<file path="config.mk">
export PLATFORM = sky130hd
export DESIGN_NAME = uart_receiver
export DESIGN_NICKNAME = d
export VERILOG_FILES = /design/src/rtl/uart_receiver.sv
export SDC_FILE = /design/constraint.sdc
export NUM_CORES = 1
export LEC_CHECK = 0
export BUFFER_PORTS_ARGS = -buffer_cell sky130_fd_sc_hd__buf_2
export CAP_MARGIN = 20
export CORE_MARGIN = 1.5
export CORE_UTILIZATION = 53
export CTS_CLUSTER_DIAMETER = 60
export DETAILED_ROUTE_END_ITERATION = 16
export HOLD_SLACK_MARGIN = 0.02
export PLACE_DENSITY_LB_ADDON = 0.1
export REMOVE_ABC_BUFFERS = 1
export SLEW_MARGIN = 20
export SYNTH_ARGS = -nofsm -noshare
export SYNTH_HDL_FRONTEND = slang
export SYNTH_SLANG_ARGS = --single-unit
</file>
<file path="constraint.sdc">
create_clock -name i_Clock -period 1.6 [get_ports i_Clock]
set_input_delay 0.32 -clock i_Clock [delete_from_list [all_inputs] [get_ports i_Clock]]
set_output_delay 0.32 -clock i_Clock [all_outputs]
set_load 0.05 [all_outputs]
</file>
<file path="src/rtl/uart_receiver.sv">
// 8N1 UART receiver: two-flop synchronized input, mid-bit sampling, framing
// error detection with a wait-for-idle recovery state.
module uart_receiver #(
    parameter int unsigned CLKS_PER_BIT = 5208
) (
    input  logic       i_Clock,
    input  logic       i_Reset,
    input  logic       i_RX_Serial,
    output logic       o_RX_DV,
    output logic [7:0] o_RX_Byte,
    output logic       o_RX_Error,
    output logic       o_RX_Busy
);

    localparam int unsigned CNT_W = 13;
    localparam int unsigned IDX_W = 3;
    localparam logic [CNT_W-1:0] HALF_BIT = CNT_W'((CLKS_PER_BIT - 1) / 2);
    localparam logic [CNT_W-1:0] LAST_CLK = CNT_W'(CLKS_PER_BIT - 1);

    typedef enum logic [2:0] {
        IDLE         = 3'd0,
        RX_START_BIT = 3'd1,
        RX_DATA_BITS = 3'd2,
        RX_STOP_BIT  = 3'd3,
        CLEANUP      = 3'd4,
        WAIT_IDLE    = 3'd5
    } state_t;

    logic             rx_meta;
    logic             rx_s;
    state_t           state, state_next;
    logic [CNT_W-1:0] cnt, cnt_next;
    logic [IDX_W-1:0] bit_idx, bit_idx_next;
    logic [7:0]       shift, shift_next;
    logic [7:0]       byte_next;
    logic             dv_next;
    logic             err_next;
    logic             busy_next;

    // State register, synchronizer and registered outputs
    always_ff @(posedge i_Clock) begin
        if (i_Reset) begin
            rx_meta    <= 1'b1;
            rx_s       <= 1'b1;
            state      <= IDLE;
            cnt        <= '0;
            bit_idx    <= '0;
            shift      <= '0;
            o_RX_Byte  <= 8'h00;
            o_RX_DV    <= 1'b0;
            o_RX_Error <= 1'b0;
            o_RX_Busy  <= 1'b0;
        end else begin
            rx_meta    <= i_RX_Serial;
            rx_s       <= rx_meta;
            state      <= state_next;
            cnt        <= cnt_next;
            bit_idx    <= bit_idx_next;
            shift      <= shift_next;
            o_RX_Byte  <= byte_next;
            o_RX_DV    <= dv_next;
            o_RX_Error <= err_next;
            o_RX_Busy  <= busy_next;
        end
    end

    // Next-state and next-output logic; pulses default low so they last one cycle
    always_comb begin
        state_next   = state;
        cnt_next     = cnt;
        bit_idx_next = bit_idx;
        shift_next   = shift;
        byte_next    = o_RX_Byte;
        dv_next      = 1'b0;
        err_next     = 1'b0;

        case (state)
            IDLE: begin
                cnt_next     = '0;
                bit_idx_next = '0;
                if (!rx_s) state_next = RX_START_BIT;
            end
            RX_START_BIT: begin
                if (cnt == HALF_BIT) begin
                    cnt_next   = '0;
                    state_next = rx_s ? IDLE : RX_DATA_BITS;
                end else begin
                    cnt_next = cnt + CNT_W'(1);
                end
            end
            RX_DATA_BITS: begin
                if (cnt == LAST_CLK) begin
                    cnt_next            = '0;
                    shift_next[bit_idx] = rx_s;
                    if (bit_idx == IDX_W'(7)) begin
                        bit_idx_next = '0;
                        state_next   = RX_STOP_BIT;
                    end else begin
                        bit_idx_next = bit_idx + IDX_W'(1);
                    end
                end else begin
                    cnt_next = cnt + CNT_W'(1);
                end
            end
            RX_STOP_BIT: begin
                if (cnt == LAST_CLK) begin
                    cnt_next = '0;
                    if (rx_s) begin
                        byte_next  = shift;
                        dv_next    = 1'b1;
                        state_next = CLEANUP;
                    end else begin
                        err_next   = 1'b1;
                        state_next = WAIT_IDLE;
                    end
                end else begin
                    cnt_next = cnt + CNT_W'(1);
                end
            end
            CLEANUP: begin
                state_next = IDLE;
            end
            WAIT_IDLE: begin
                // Line must return high before a new start bit can be trusted
                if (rx_s) state_next = IDLE;
            end
            default: begin
                state_next   = IDLE;
                cnt_next     = '0;
                bit_idx_next = '0;
            end
        endcase

        busy_next = (state_next != IDLE);
    end

endmodule

</file>
==> metrics.txt <==
Num CTS Buffers=5; clock net sink count=40; Skew-Pair Late Insertion Delay=0.38 ns; RSZ-0062 raised after global routing=true; largest family of logic cells by synthesized area=simple AND/OR/NAND/NOR gates; Via density=5.75; final slew viol count=0; GRT overflow=0; Final WS setup=-0.0596 ns; HP Start=i_RX_Serial; Nets=258; post-route ant nets=0; Int Pwr=1.36 mW; Main synth FF type=dfxtp_1; 1st-iter DRT viols=135; vias in the first global route=1687; hpwl dp=3.06 mm; Fin. Hold Viols=0; Simple-Gate Fraction of Synth Area=0.319; post-synthesis mux area share=0.0420; clock share of power=0.394; Seq/Total Area, Yosys=0.420; yosys warns=0; Design Area, Final=2400 um^2; Placer Congestion=0.829; die area=3970 um^2; CTS tree=yes; Post-Layout Cell Count=299; WL final=4.40 mm; minimum clock period=1.66 ns; share of the synthesized area in the top cell type=0.420; Logic pwr share=0.038; final setup fails=7; synthesized area=1910 um^2; max_cap viols=0; Syn Area/Cell=8.79 um^2; min-delay worst type=in2reg; setup TNS=-0.172 ns; Crit. Startpoint=cnt[0]; boundary pin count=14; Relative slew margins=0.686; Avg WL per Cell=14.7 um; violations in the final reports=setup timing; CTS clk-pin slew, worst paths=0.12 ns; Final Cycle Share=1.04; Gate Count Post-Synth=217; Initial Util=0.563; total number of vias=1718; register area=816 um^2; port bufs=13; Area after DPL=2180 um^2; H-Tree Depth=2; Worst Path Arrival=1.93 ns; run status=finished, violations left; Clock Tree Buf Depth=2; first-pass GRT wire length=7.58 mm; synthesized-area fraction occupied by adder cells=0.0197; Synth Area in XOR/XNOR=0.0459; share of layout cells above drive strength 1=0.324; Async SR Flop Fraction=0; VDD IR-drop max=0.000608 V; worst r2r src=cnt[0]; Fmax achieved=603 MHz; Startpoint Class=flip-flop; Flop pwr share=0.568; row cnt=21; synth unique cells=48; Critical Path End Type=flip-flop; DIE WIDTH=63 um; Hold WS=0.121 ns; # diodes=0; placed cells=290; pin count of the biggest net entering global routing=32; Layout Skew=0.0165 ns; Worst EP required=1.87 ns; LEAKAGE=0.929 nW; Post-synth EDFFs=0; Worst Tran Pin Value=0.470 ns; Tot GR Track Use=0.245; initial antenna violation count=0; Multi-input gate area=1150 um^2; Setup Crit Path Kind=reg2reg; Post-route DRC=0; worst-path fanout max=8; root buf cell=clkbuf_4; Area Overhead vs Synth=25.6%; Sw Ratio=0.233; drt first pass iters=4; Switch Pwr=0.413 mW; Compound-Gate Fraction of Synth Area=0.119; total core area=3390 um^2; Yosys top cell by area=dfxtp_1; Power Density=739 nW/um^2; synth top area cells=dfxtp_1 (42%), nand2_1 (5.7%), nor2_1 (5.1%); fillers=265; die height=63 um; number of synthesized register bits=40
through the flow:
stage	worst slack (ns)	utilization	total power [mW]
2_1_floorplan	-0.0526	-	1.06
3_3_place_gp	-0.0339	0.642	1.09
3_5_place_dp	-0.0944	0.642	1.09
4_1_cts	-0.0492	0.687	1.78
5_1_grt	-0.105	0.707	1.84
6_report	-0.0596	0.707	1.77
cells in the final DEF, fill, tap and decap left out, types with 3 or more instances in the layout:
cell type / synthesis / final
a21oi_1: 14 / 14
nand2_1: 29 / 29
and4bb_2: 3 / 3
nor3b_1: 7 / 4
nand2b_1: 3 / 3
dfxtp_2: 0 / 6
nor4_1: 4 / 3
xor2_1: 5 / 5
inv_1: 3 / 3
nand4_1: 8 / 8
mux2i_1: 8 / 8
clkbuf_4: 0 / 5
nor3_1: 7 / 7
nor2_1: 26 / 26
xnor2_1: 5 / 5
buf_4: 1 / 23
buf_2: 1 / 13
dfxtp_1: 40 / 32
worst paths after layout:
path         slack (ns)  cells past startpoint      end
min reg2reg        0.44                      1     rx_s
min                0.12                      2  rx_meta
max reg2reg       -0.06                      6  cnt[11]
max               -0.06                      6  cnt[11]
flip-flops by register name (all words and copies together), names as in the netlist, 3 cells and up:
signal and flops:
shift 8, bit_idx 3, cnt 13, state 3, o_RX_Byte 8
critical path, stage by stage (launching register included):
cell,delay (ns)
dfxtp_2,0.37
ha_4,0.14
and4bb_2,0.28
and3_4,0.28
o21ai_2,0.08
nor2b_1,0.15
a221o_1,0.27
timing repair:
action	4_1_cts	5_1_grt
hold buffers	0	0
setup endpoints to repair	25	25
resized for setup	16	15
pin swaps	3	8
buffers inserted	1	0
gates cloned	0	0
power by group through the flow:
stage          clock [mW]  combinational, mW  sequential [mW]
6_report            0.697             0.0675             1.01
5_1_grt             0.754             0.0744             1.01
4_1_cts             0.711             0.0647             1.01
3_5_place_dp            0             0.0637             1.03
3_3_place_gp            0             0.0617             1.03
2_1_floorplan           0             0.0227             1.04
routing by layer:
layer,share of wire,wire (um),track usage
met4,0.019,85,0.0944
met2,0.50,2220,0.419
met3,0.046,201,0.0667
met5,0,0,0
met1,0.43,1890,0.289
cells by family after synthesis:
logic type      after synthesis
xor+xnor                     10
simple gates                108
mux                           8
buf+inv                      14
compound gates               34
flops                        40
fa+ha+maj                     3
area by class of cell:
class,instances,share of cell area
inverter,3,0.00470
sequential,40,0.340
clock buffer,5,0.0157
multi-input combinational,163,0.478
clock inverter,3,0.0198
tap,46,0.0240
timing repair buffer,39,0.117
Yosys cell counts, drive strengths merged, types with 3 or more instances:
cell type  instances
nor4               4
clkbuf             8
inv                3
o21ai              6
xor2               5
ha                 3
buf                3
or2                3
nor3b              7
mux2i              8
nand2             29
and4bb             3
and3               3
nand2b             3
xnor2              5
a22oi              4
a21oi             14
nor3               7
nand4             10
nor2              27
dfxtp             40
Note: power is estimated with default switching activity, not from simulation.
